[src/rtl/fetch_pc_gen_pkg.sv]
// Shared types and helpers for the fetch PC generator and its return stack.
package fetch_pc_gen_pkg;

  typedef enum logic [1:0] {
    BR_RET  = 2'b00,
    BR_CALL = 2'b01,
    BR_JUMP = 2'b10,
    BR_COND = 2'b11
  } br_type_e;

  typedef enum logic {
    ST_RUN       = 1'b0,
    ST_MISS_WAIT = 1'b1
  } fetch_state_e;

  localparam int DEF_FETCH_WIDTH = 4;
  localparam int DEF_PC_W        = 32;
  localparam int DEF_INST_BYTES  = 8;
  localparam int DEF_RAS_DEPTH   = 16;

  // Index width that never collapses to zero bits (FETCH_WIDTH=1 still needs a slot field).
  function automatic int clog2_min1(input int v);
    return (v <= 2) ? 1 : $clog2(v);
  endfunction

endpackage

[src/rtl/fetch_pc_gen_if.sv]
// Redirect, BTB and bundle-output bundle between the fetch PC generator and its neighbours.
interface fetch_pc_gen_if #(
  parameter int FETCH_WIDTH = 4,
  parameter int PC_W        = 32,
  parameter int RAS_DEPTH   = 16
);
  localparam int RAS_W = $clog2(RAS_DEPTH);
  localparam int TS_W  = $clog2(FETCH_WIDTH) + 1;

  logic                     stall_i;
  logic                     recoverFlag_i;
  logic [PC_W-1:0]          recoverPC_i;
  logic                     exceptionFlag_i;
  logic [PC_W-1:0]          exceptionPC_i;
  logic                     flagRecoverEX_i;
  logic [PC_W-1:0]          targetAddrEX_i;
  logic                     flagRecoverID_i;
  logic [PC_W-1:0]          targetAddrID_i;
  logic                     flagRtrID_i;
  logic                     flagCallID_i;
  logic [PC_W-1:0]          callPCID_i;
  logic [RAS_W-1:0]         rasTosID_i;
  logic [FETCH_WIDTH-1:0]   btbHit_i;
  logic [2*FETCH_WIDTH-1:0] btbType_i;
  logic [PC_W*FETCH_WIDTH-1:0] btbTarget_i;
  logic [FETCH_WIDTH-1:0]   prediction_i;
  logic                     icacheMiss_i;
  logic                     fillDone_i;
  logic [PC_W-1:0]          pc_o;
  logic                     valid_o;
  logic [FETCH_WIDTH-1:0]   slotMask_o;
  logic [TS_W-1:0]          takenSlot_o;
  logic [RAS_W-1:0]         rasTos_o;

  modport slave (
    input  stall_i, recoverFlag_i, recoverPC_i, exceptionFlag_i, exceptionPC_i,
           flagRecoverEX_i, targetAddrEX_i, flagRecoverID_i, targetAddrID_i,
           flagRtrID_i, flagCallID_i, callPCID_i, rasTosID_i,
           btbHit_i, btbType_i, btbTarget_i, prediction_i, icacheMiss_i, fillDone_i,
    output pc_o, valid_o, slotMask_o, takenSlot_o, rasTos_o
  );

  modport master (
    output stall_i, recoverFlag_i, recoverPC_i, exceptionFlag_i, exceptionPC_i,
           flagRecoverEX_i, targetAddrEX_i, flagRecoverID_i, targetAddrID_i,
           flagRtrID_i, flagCallID_i, callPCID_i, rasTosID_i,
           btbHit_i, btbType_i, btbTarget_i, prediction_i, icacheMiss_i, fillDone_i,
    input  pc_o, valid_o, slotMask_o, takenSlot_o, rasTos_o
  );

endinterface

[src/rtl/fetch_ras.sv]
// Circular return-address stack: overflow overwrites the oldest entry, underflow wraps.
module fetch_ras #(
  parameter int PC_W      = 32,
  parameter int RAS_DEPTH = 16,
  parameter int RAS_W     = 4
) (
  input  logic             clk,
  input  logic             reset,
  input  logic             push_i,
  input  logic             pop_i,
  input  logic             restore_i,
  input  logic [RAS_W-1:0] restore_tos_i,
  input  logic [PC_W-1:0]  push_data_i,
  input  logic [RAS_W-1:0] rd_idx_i,
  output logic [PC_W-1:0]  rd_data_o,
  output logic [PC_W-1:0]  top_o,
  output logic [RAS_W-1:0] tos_o
);

  logic [PC_W-1:0]  r_stack [RAS_DEPTH];
  logic [RAS_W-1:0] r_tos;
  logic [RAS_W-1:0] w_base_tos;
  logic [RAS_W-1:0] w_new_tos;

  // A restore rebases the pointer first, so ID call/return adjust the checkpoint, not the live TOS.
  assign w_base_tos = restore_i ? restore_tos_i : r_tos;
  assign w_new_tos  = w_base_tos + RAS_W'(push_i) - RAS_W'(pop_i);

  always_ff @(posedge clk) begin
    if (!reset) begin
      r_tos <= '0;
      for (int i = 0; i < RAS_DEPTH; i++) r_stack[i] <= '0;
    end else begin
      r_tos <= w_new_tos;
      if (push_i) r_stack[w_new_tos] <= push_data_i;
    end
  end

  assign top_o     = r_stack[r_tos];
  assign rd_data_o = r_stack[rd_idx_i];
  assign tos_o     = r_tos;

endmodule

[src/rtl/fetch_pc_gen.sv]
// Fetch PC generator: redirect priority, BTB slot selection and I-cache miss wait.
// Optional return stack enabled by defining FETCH_RAS_EN.
module fetch_pc_gen
  import fetch_pc_gen_pkg::*;
#(
  parameter int FETCH_WIDTH = DEF_FETCH_WIDTH,
  parameter int PC_W        = DEF_PC_W,
  parameter int INST_BYTES  = DEF_INST_BYTES,
  parameter int RAS_DEPTH   = DEF_RAS_DEPTH
) (
  input  logic            clk,
  input  logic            reset,
  fetch_pc_gen_if.slave   bus
);

  localparam int IB_W   = $clog2(INST_BYTES);
  localparam int SLOT_W = clog2_min1(FETCH_WIDTH);
  localparam int TS_W   = $clog2(FETCH_WIDTH) + 1;
  localparam int RAS_W  = $clog2(RAS_DEPTH);
  localparam logic [PC_W-1:0] BLOCK_BYTES = PC_W'(FETCH_WIDTH * INST_BYTES);
  localparam logic [PC_W-1:0] BASE_MASK   = ~(BLOCK_BYTES - PC_W'(1));

  logic [PC_W-1:0]        r_pc;
  fetch_state_e           r_state;
  logic [SLOT_W-1:0]      w_first;
  logic [SLOT_W-1:0]      w_t;
  logic [FETCH_WIDTH-1:0] w_eff;
  logic [FETCH_WIDTH-1:0] w_mask;
  logic                   w_any_taken;
  logic                   w_valid;
  logic                   w_fire;
  logic                   w_id_redir;
  logic                   w_redir;
  logic [PC_W-1:0]        w_base;
  logic [PC_W-1:0]        w_seq;
  logic [PC_W-1:0]        w_t_target;
  logic [PC_W-1:0]        w_taken_pc;
  logic [PC_W-1:0]        w_id_pc;

  assign w_base     = r_pc & BASE_MASK;
  assign w_seq      = w_base + BLOCK_BYTES;
  assign w_first    = SLOT_W'((r_pc >> IB_W) & PC_W'(FETCH_WIDTH - 1));
  assign w_valid    = (r_state == ST_RUN) & ~bus.icacheMiss_i;
  assign w_fire     = w_valid & ~bus.stall_i;
  assign w_id_redir = bus.flagRecoverID_i & ~bus.stall_i;
  assign w_redir    = bus.recoverFlag_i | bus.exceptionFlag_i | bus.flagRecoverEX_i | w_id_redir;
  assign w_t_target = bus.btbTarget_i[int'(w_t)*PC_W +: PC_W];

  for (genvar gi = 0; gi < FETCH_WIDTH; gi++) begin : g_slot
    assign w_eff[gi]  = bus.btbHit_i[gi]
                      & ((bus.btbType_i[2*gi +: 2] != BR_COND) | bus.prediction_i[gi])
                      & (SLOT_W'(gi) >= w_first);
    assign w_mask[gi] = w_valid & (SLOT_W'(gi) >= w_first) & (SLOT_W'(gi) <= w_t);
  end

  // Lowest effective-taken slot wins; with none taken the bundle runs to the last slot.
  always_comb begin
    w_any_taken = 1'b0;
    w_t         = SLOT_W'(FETCH_WIDTH - 1);
    for (int i = FETCH_WIDTH - 1; i >= 0; i--) begin
      if (w_eff[i]) begin
        w_any_taken = 1'b1;
        w_t         = SLOT_W'(i);
      end
    end
  end

`ifdef FETCH_RAS_EN
  logic [1:0]       w_t_type;
  logic             w_fetch_push;
  logic             w_fetch_pop;
  logic [PC_W-1:0]  w_call_ret;
  logic [PC_W-1:0]  w_ras_top;
  logic [PC_W-1:0]  w_ras_ckpt;
  logic [RAS_W-1:0] w_ras_tos;

  assign w_t_type     = bus.btbType_i[2*int'(w_t) +: 2];
  assign w_fetch_push = w_fire & w_any_taken & ~w_redir & (w_t_type == BR_CALL);
  assign w_fetch_pop  = w_fire & w_any_taken & ~w_redir & (w_t_type == BR_RET);
  assign w_call_ret   = w_base + PC_W'((int'(w_t) + 1) * INST_BYTES);
  assign w_taken_pc   = (w_t_type == BR_RET) ? w_ras_top : w_t_target;
  assign w_id_pc      = bus.flagRtrID_i ? w_ras_ckpt : bus.targetAddrID_i;
  assign bus.rasTos_o = w_ras_tos;

  fetch_ras #(
    .PC_W      (PC_W),
    .RAS_DEPTH (RAS_DEPTH),
    .RAS_W     (RAS_W)
  ) u_ras (
    .clk           (clk),
    .reset         (reset),
    .push_i        (w_id_redir ? bus.flagCallID_i : w_fetch_push),
    .pop_i         (w_id_redir ? bus.flagRtrID_i  : w_fetch_pop),
    .restore_i     (w_id_redir),
    .restore_tos_i (bus.rasTosID_i),
    .push_data_i   (w_id_redir ? bus.callPCID_i : w_call_ret),
    .rd_idx_i      (bus.rasTosID_i),
    .rd_data_o     (w_ras_ckpt),
    .top_o         (w_ras_top),
    .tos_o         (w_ras_tos)
  );
`else
  logic w_unused_ras;
  assign w_unused_ras = ^{bus.flagRtrID_i, bus.flagCallID_i, bus.callPCID_i, bus.rasTosID_i};
  assign w_taken_pc   = w_t_target;
  assign w_id_pc      = bus.targetAddrID_i;
  assign bus.rasTos_o = '0;
`endif

  // Commit/exception/EX redirects bypass stall and abandon a pending miss.
  always_ff @(posedge clk) begin
    if (!reset) begin
      r_pc    <= '0;
      r_state <= ST_RUN;
    end else if (bus.recoverFlag_i) begin
      r_pc    <= bus.recoverPC_i;
      r_state <= ST_RUN;
    end else if (bus.exceptionFlag_i) begin
      r_pc    <= bus.exceptionPC_i;
      r_state <= ST_RUN;
    end else if (bus.flagRecoverEX_i) begin
      r_pc    <= bus.targetAddrEX_i;
      r_state <= ST_RUN;
    end else if (w_id_redir) begin
      r_pc    <= w_id_pc;
      r_state <= ST_RUN;
    end else begin
      case (r_state)
        ST_RUN: begin
          if (!bus.stall_i) begin
            if (bus.icacheMiss_i) r_state <= ST_MISS_WAIT;
            else                  r_pc    <= w_any_taken ? w_taken_pc : w_seq;
          end
        end
        ST_MISS_WAIT: begin
          if (bus.fillDone_i) r_state <= ST_RUN;
        end
        default: r_state <= ST_RUN;
      endcase
    end
  end

  assign bus.pc_o        = r_pc;
  assign bus.valid_o     = w_valid;
  assign bus.slotMask_o  = w_mask;
  assign bus.takenSlot_o = (w_valid & w_any_taken) ? TS_W'(w_t) : TS_W'(FETCH_WIDTH);

endmodule
[src/flat_wrapper.sv]
// flat-port wrapper written by rule: the top's interface ports become plain ports
module fetch_pc_gen_flat import fetch_pc_gen_pkg::*;
#(
  parameter int FETCH_WIDTH = DEF_FETCH_WIDTH,
  parameter int PC_W        = DEF_PC_W,
  parameter int INST_BYTES  = DEF_INST_BYTES,
  parameter int RAS_DEPTH   = DEF_RAS_DEPTH
)
  (clk, reset, bus_stall_i, bus_recoverFlag_i, bus_recoverPC_i, bus_exceptionFlag_i, bus_exceptionPC_i, bus_flagRecoverEX_i, bus_targetAddrEX_i, bus_flagRecoverID_i, bus_targetAddrID_i, bus_flagRtrID_i, bus_flagCallID_i, bus_callPCID_i, bus_rasTosID_i, bus_btbHit_i, bus_btbType_i, bus_btbTarget_i, bus_prediction_i, bus_icacheMiss_i, bus_fillDone_i, bus_pc_o, bus_valid_o, bus_slotMask_o, bus_takenSlot_o, bus_rasTos_o);
  fetch_pc_gen_if #(.FETCH_WIDTH(FETCH_WIDTH), .PC_W(PC_W), .RAS_DEPTH(RAS_DEPTH)) bus_i ();
  input  logic clk;
  input  logic reset;
  input wire logic [$bits(bus_i.stall_i)-1:0] bus_stall_i;
  input wire logic [$bits(bus_i.recoverFlag_i)-1:0] bus_recoverFlag_i;
  input wire logic [$bits(bus_i.recoverPC_i)-1:0] bus_recoverPC_i;
  input wire logic [$bits(bus_i.exceptionFlag_i)-1:0] bus_exceptionFlag_i;
  input wire logic [$bits(bus_i.exceptionPC_i)-1:0] bus_exceptionPC_i;
  input wire logic [$bits(bus_i.flagRecoverEX_i)-1:0] bus_flagRecoverEX_i;
  input wire logic [$bits(bus_i.targetAddrEX_i)-1:0] bus_targetAddrEX_i;
  input wire logic [$bits(bus_i.flagRecoverID_i)-1:0] bus_flagRecoverID_i;
  input wire logic [$bits(bus_i.targetAddrID_i)-1:0] bus_targetAddrID_i;
  input wire logic [$bits(bus_i.flagRtrID_i)-1:0] bus_flagRtrID_i;
  input wire logic [$bits(bus_i.flagCallID_i)-1:0] bus_flagCallID_i;
  input wire logic [$bits(bus_i.callPCID_i)-1:0] bus_callPCID_i;
  input wire logic [$bits(bus_i.rasTosID_i)-1:0] bus_rasTosID_i;
  input wire logic [$bits(bus_i.btbHit_i)-1:0] bus_btbHit_i;
  input wire logic [$bits(bus_i.btbType_i)-1:0] bus_btbType_i;
  input wire logic [$bits(bus_i.btbTarget_i)-1:0] bus_btbTarget_i;
  input wire logic [$bits(bus_i.prediction_i)-1:0] bus_prediction_i;
  input wire logic [$bits(bus_i.icacheMiss_i)-1:0] bus_icacheMiss_i;
  input wire logic [$bits(bus_i.fillDone_i)-1:0] bus_fillDone_i;
  output wire logic [$bits(bus_i.pc_o)-1:0] bus_pc_o;
  output wire logic [$bits(bus_i.valid_o)-1:0] bus_valid_o;
  output wire logic [$bits(bus_i.slotMask_o)-1:0] bus_slotMask_o;
  output wire logic [$bits(bus_i.takenSlot_o)-1:0] bus_takenSlot_o;
  output wire logic [$bits(bus_i.rasTos_o)-1:0] bus_rasTos_o;
  assign bus_i.stall_i = bus_stall_i;
  assign bus_i.recoverFlag_i = bus_recoverFlag_i;
  assign bus_i.recoverPC_i = bus_recoverPC_i;
  assign bus_i.exceptionFlag_i = bus_exceptionFlag_i;
  assign bus_i.exceptionPC_i = bus_exceptionPC_i;
  assign bus_i.flagRecoverEX_i = bus_flagRecoverEX_i;
  assign bus_i.targetAddrEX_i = bus_targetAddrEX_i;
  assign bus_i.flagRecoverID_i = bus_flagRecoverID_i;
  assign bus_i.targetAddrID_i = bus_targetAddrID_i;
  assign bus_i.flagRtrID_i = bus_flagRtrID_i;
  assign bus_i.flagCallID_i = bus_flagCallID_i;
  assign bus_i.callPCID_i = bus_callPCID_i;
  assign bus_i.rasTosID_i = bus_rasTosID_i;
  assign bus_i.btbHit_i = bus_btbHit_i;
  assign bus_i.btbType_i = bus_btbType_i;
  assign bus_i.btbTarget_i = bus_btbTarget_i;
  assign bus_i.prediction_i = bus_prediction_i;
  assign bus_i.icacheMiss_i = bus_icacheMiss_i;
  assign bus_i.fillDone_i = bus_fillDone_i;
  assign bus_pc_o = bus_i.pc_o;
  assign bus_valid_o = bus_i.valid_o;
  assign bus_slotMask_o = bus_i.slotMask_o;
  assign bus_takenSlot_o = bus_i.takenSlot_o;
  assign bus_rasTos_o = bus_i.rasTos_o;
  fetch_pc_gen #(.FETCH_WIDTH(FETCH_WIDTH), .PC_W(PC_W), .INST_BYTES(INST_BYTES), .RAS_DEPTH(RAS_DEPTH)) u_core (.clk(clk), .reset(reset), .bus(bus_i));
endmodule
[config.mk]
export PLATFORM = sky130hd
export DESIGN_NAME = fetch_pc_gen_flat
export DESIGN_NICKNAME = d
export VERILOG_FILES = /design/src/rtl/fetch_pc_gen_pkg.sv /design/src/rtl/fetch_pc_gen_if.sv /design/src/rtl/fetch_ras.sv /design/src/rtl/fetch_pc_gen.sv /design/src/flat_wrapper.sv
export SDC_FILE = /design/constraint.sdc
export NUM_CORES = 1
export LEC_CHECK = 0
export BUFFER_PORTS_ARGS = -buffer_cell sky130_fd_sc_hd__buf_2
export CAP_MARGIN = 10
export CORE_AREA = 2 2 141 143
export DETAILED_ROUTE_END_ITERATION = 10
export DIE_AREA = 0 0 143 145
export GPL_TIMING_DRIVEN = 1
export PLACE_DENSITY = 0.55
export SLEW_MARGIN = 0
export SYNTH_ARGS = -nofsm -noshare
export SYNTH_HDL_FRONTEND = slang
export SYNTH_SLANG_ARGS = --single-unit
[constraint.sdc]
create_clock -name clk -period 2.9 [get_ports clk]
set_clock_uncertainty 0.2 [all_clocks]
set_input_delay 0.29 -clock clk [delete_from_list [all_inputs] [get_ports clk]]
set_output_delay 0.29 -clock clk [all_outputs]
set_load 0.1 [all_outputs]
Word-level counts from Yosys, hierarchy flattened
Index checks and enable logic that the tools add are counted.
- logic and storage cells: 68
- memories: 0
- ROM bits: 0
- bits in registers: 33
- memory bits (writable): 0
- input bits: 319
- bits in latches: 0
- magnitude comparators: 8
- bitwise operators: 27
- equal/unequal tests: 7
- muxes and demuxes: 20
- reduce and logical (&&, ||, !) cells: 2
- multiply operators: 0
- divide/modulo/power cells: 0
- shifts and indexed selects: 1
- $add $sub $neg: 1
- operators with widths (operator ; count):
    $mux 32 ; 8
    $shiftx 128x8->32 ; 1
    $add 32x6->32 const B ; 1
    $and 1x1->1 ; 19
    $mux 1 ; 8
    $ne 2x2->1 const B ; 4
    $ne 5x1->1 const B ; 1
    $ne 5x4->1 const B ; 1
    $ne 5x5->1 const B ; 1
    $reduce_or 5->1 ; 1
    $ge 1x2->1 const A ; 2
    $ge 2x2->1 const A ; 2
    $le 1x2->1 const A ; 2
    $le 2x2->1 const A ; 2
    $mux 2 ; 2
    $not 1->1 ; 4
    $or 1x1->1 ; 4
    $mux 3 ; 1
    $reduce_and 3->1 ; 1
    $pmux 1 s2 ; 1

Logic depth before layout (Yosys ltp)
- depth after elaboration: 16
- depth in mapped cells: 9
- mapped depth without buffers: 7

Worst setup path before layout
OpenSTA, ideal clock, no wires.
- path type: register to output
- start: register u_core.r_state
- end: output bus_slotMask_o[2]
- stages on the path, launching flop included: 4
- path slack: -1.868 ns
- data arrival time: 4.278 ns
- buffers on the path: 0
- data required time: 2.410 ns
- cells stage by stage: dfxtp_1 nor2_1 nand2_1 a211oi_1
- longest elaborated chain between the ends: 4
- ends and longest elaborated chain (what ; RTL line ; RTL):
    start, declared ; fetch_pc_gen.sv:24 ; fetch_state_e r_state;
    start signal, assigned ; fetch_pc_gen.sv:114 ; r_state <= ST_RUN;
    start signal, assigned ; fetch_pc_gen.sv:117 ; r_state <= ST_RUN;
    start signal, assigned ; fetch_pc_gen.sv:120 ; r_state <= ST_RUN;
    $not 1->1 ; fetch_pc_gen.sv:43 ; assign w_valid = (r_state == ST_RUN) & ~bus.icacheMiss_i;
    $and 1x1->1 ; fetch_pc_gen.sv:43 ;
    named net bus_valid_o ; flat_wrapper.sv:33 ; output wire logic [$bits(bus_i.valid_o)-1:0] bus_valid_o;
    $and 1x1->1 (2 in a row) ; fetch_pc_gen.sv:53 ; assign w_mask[gi] = w_valid & (SLOT_W'(gi) >= w_first) & (SLOT_W'(gi) <= w_t);
    end, declared ; flat_wrapper.sv:34 ; output wire logic [$bits(bus_i.slotMask_o)-1:0] bus_slotMask_o;
The timed path passes the listed nets, and every way through them passes these cells.

Worst setup path after layout
- start: register u_core.r_pc[4] (netlist: u_core.bus.pc_o[4])
- end: output bus_takenSlot_o[1]
- longest elaborated chain between the ends: 8
- elaborated cells on any way between the ends: 16
- classes of those cells: 4 x order compare; 7 x mux; 5 x bitwise
- ends and longest elaborated chain (what ; RTL line ; RTL):
    start, declared ; fetch_pc_gen.sv:23 ; logic [PC_W-1:0] r_pc;
    start signal, assigned ; fetch_pc_gen.sv:116 ; r_pc <= bus.recoverPC_i;
    start signal, assigned ; fetch_pc_gen.sv:119 ; r_pc <= bus.exceptionPC_i;
    start signal, assigned ; fetch_pc_gen.sv:122 ; r_pc <= bus.targetAddrEX_i;
    $ge 2x2->1 ; fetch_pc_gen.sv:52 ; & (SLOT_W'(gi) >= w_first);
    $and 1x1->1 ; fetch_pc_gen.sv:52 ;
    $mux 1 (4 in a row) ; fetch_pc_gen.sv:61 ; if (w_eff[i]) begin
    $and 1x1->1 ; fetch_pc_gen.sv:146 ; assign bus.takenSlot_o = (w_valid & w_any_taken) ? TS_W'(w_t) : TS_W'(FETCH_WIDTH);
    $mux 3 (*) ; fetch_pc_gen.sv:146 ;
    end, declared ; flat_wrapper.sv:35 ; output wire logic [$bits(bus_i.takenSlot_o)-1:0] bus_takenSlot_o;
Every way passes the cells marked *; elsewhere a longest branch is shown, timed or not.

==> impl_results.md <==
* Die W at 143 um
* Total of max-cap violations at 0
* Reg clk slew, reported paths at 60 ps
* Multiplexer area fraction after synthesis at 0
* Detail Placement HPWL at 21,650 um
* Multi-input logic area at 0.003237 mm^2
* Critical path launch point type: register
* DRT Pass-1 Iters at 7
* Register area at 668.1 um^2
* Pleak at 2.884 nW
* Post-Synth Adder-Cell Area at 0.003023
* Core Footprint at 0.01921 mm^2
* PD cells at 385.7 mW/mm^2
* Sequential share of power at 0.228
* # Post-CTS Setup Buffers at 0
* Worst skew pair latency at 290 ps
* RePlAce Congestion at 0.8763
* Die area at 0.02074 mm^2
* Setup TNS at 0 ps
* Sw Pwr at 0.001227 W
* Status: finished, final reports clean
* Cells after Synth at 602
* Rel. slew slack at 0.3767
* Vias per cell at 5.451
* Cell breakdown of the critical path: nor3b_4 > nand2_2 > and2_1 > buf_4 > nor3_4 > buf_12
* H-tree levels at 2
* Synthesis Warnings at 0
* I/O Pins at 363
* Crit path max-delay cell type: dfxtp_4
* Nets at 1,238
* Post-DP Area at 0.006286 mm^2
* Crit path DAT at 2170 ps
* Final WL at 26,720 um
* Async S/R FF share, synth at 0
* Largest family of logic cells by synthesized area: compound AO/OA/AOI/OAI gates
* Worst EP required at 2410 ps
* First-pass GRT wire length at 38,170 um
* Syn_area_per_cell at 6.875 um^2
* Fin. max-slew vios at 0
* Max incr delay on CP at 410 ps
* Simple-gate share of the synthesized area at 0.2636
* Chip Height at 145 um
* Wire length per cell at 22.47 um
* CTS tree: built
* Post-synth EDFFs at 0
* Crit Path Max Fanout at 10
* Post-synthesis register bit count at 33
* Via Count at 6,481
* Sequential area share after synthesis at 0.1596
* I/O Buffers at 320
* GRT Util Overall at 0.2463
* RSZ-0062 raised after global routing: false
* Gate power share at 0.550
* Fin Hold WS at 93.30 ps
* Peak VDD IR at 0.1819 mV
* CTS Sinks at 33
* Post-CTS sizing at 0
* Minimum clock period at 2660 ps
* Largest net degree at the start of global routing at 59
* CTS root buf: clkbuf_16
* Finished layout cell area at 0.006437 mm^2
* Sw Share at 0.4941
* Post-Synth XOR/XNOR Area at 0.05079
* Share of cells above drive strength 1 at 0.4407
* Worst setup EP type: output port
* Synth Flop Type: dfxtp_1
* Post-DRT Antenna Nets at 0
* Row cnt at 51
* Critical setup path kind: register to output port
* Clock Power Share at 0.221
* Synth Area in Compound Gates at 0.4404
* Deepest clock path buffer count at 2
* DRC Markers at 0
* Vias in the first global route at 6,293
* Final worst-path cycle share at 0.9173
* Global route total overflow at 0
* Worst Max-Slew Pin Slew at 929.9 ps
* Mapped Area at 0.004139 mm^2
* Hold crit path type: input port to register
* Starting Density at 0.2155
* Area grow syn2layout at 55.53%
* Cts-stage hold buffer count at 0
* Antenna violations before repair at 6
* Final setup fails at 0
* Inserted Clock Buffers at 5
* Fin. Hold Viols at 0
* Final Power at 0.002483 W
* Fillers at 2,172
* F_max at 375.9 MHz
* Yosys cell types at 65
* Internal power at 0.001256 W
* 1st-iter DRT viols at 470
cell type report:
cell class,count,share of cell area
antenna,5,0.001944
clock buffer,6,0.02002
clock inverter,2,0.001555
inverter,12,0.006997
multi-input combinational,502,0.5028
sequential,33,0.1038
tap,265,0.05151
timing repair buffer,364,0.3114
kinds of logic (layout without fill, tap and decap cells):
group                      after synthesis  in the layout
adders and majority gates                1              1
xor gates and xnor gates                24             24
and+or+nand+nor                        215            215
DFF                                     33             33
buffers and inverters                   70            384
AOI/OAI and AO/OA                      258            258
other                                    1              9
path summary, 6_finish.rpt:
check / start / to / slack (ps) / cells after the start
worst max-delay path: u_core.bus.pc_o[4]$_SDFFE_PN0P_ / bus_takenSlot_o[1] / 240 / 6
worst min-delay path: bus_targetAddrID_i[30] / u_core.bus.pc_o[30]$_SDFFE_PN0P_ / 90 / 3
worst max register to register: u_core.bus.pc_o[4]$_SDFFE_PN0P_ / u_core.bus.pc_o[1]$_SDFFE_PN0P_ / 440 / 7
worst min register to register: u_core.bus.pc_o[16]$_SDFFE_PN0P_ / u_core.bus.pc_o[16]$_SDFFE_PN0P_ / 360 / 2
Yosys cell counts (11+ instances only):
library cell,count,share of area
buf_4,12,0.022
nand4_1,13,0.020
o21ai_0,55,0.067
a222oi_1,16,0.039
nor2_1,44,0.040
o22ai_1,26,0.039
nor3_1,19,0.023
o211ai_1,17,0.031
a21oi_1,42,0.051
a31oi_1,16,0.024
xnor2_1,11,0.023
nand3_1,17,0.021
clkbuf_1,24,0.022
xor2_1,13,0.028
nand2_1,70,0.063
dfxtp_1,33,0.16
o221ai_1,23,0.049
buf_2,18,0.022
registers in the layout, indices dropped and copies added (netlist names):
register	cells
u_core.bus.pc_o	32
u_core.r_state	1
power by group through the flow:
stage	clock, W	combinational, W	sequential [W]
after floorplan	0	0.000561	0.000840
after global placement	0	0.00137	0.000572
after detailed placement	0	0.00137	0.000574
after CTS	0.000563	0.00137	0.000565
after global routing	0.000581	0.00145	0.000573
final	0.000549	0.00137	0.000567
worst max-delay path: cells and delay by family (launching register included):
| kind | cells | cell delay [ps] |
|---|---|---|
| simple gates | 4 | 1080 |
| flops | 1 | 410 |
| buf+inv | 2 | 370 |
layout by cell type (no fill, tap or decap), drive strengths merged, types with 2 or more instances in the layout:
cell / count
a2111oi: 4
a211oi: 6
a21oi: 42
a221o: 5
a221oi: 11
a222oi: 16
a22oi: 10
a311oi: 8
a31oi: 16
and2: 3
and3: 10
and4: 4
buf: 364
clkbuf: 6
clkinv: 4
conb: 4
dfxtp: 33
diode: 5
inv: 10
nand2: 72
nand2b: 3
nand3: 19
nand3b: 4
nand4: 13
nor2: 44
nor2b: 7
nor3: 20
nor4: 10
o211ai: 17
o21a: 2
o21ai: 56
o221a: 3
o221ai: 23
o22ai: 26
o31ai: 2
o32ai: 3
or2: 2
xnor2: 11
xor2: 13
metal layers:
metal,GRT usage,wire length (um),up-vias
met2,0.4376,13240,374
met5,0,12,-
met1,0.2945,10760,3045
met4,0.07871,663,2
li1,-,-,3015
met3,0.04752,2045,45
per-stage QoR:
stage          cells  utilization  worst slack [ps]
3_5_place_dp    1176       0.3273             356.3
5_1_grt         1188       0.3350             96.72
4_1_cts         1184       0.3345             220.4
2_1_floorplan    605            -             23.74
6_report        1189       0.3352             240.0
3_3_place_gp    1176       0.3273             396.2
No activity file was read; power rests on OpenSTA's default activity.
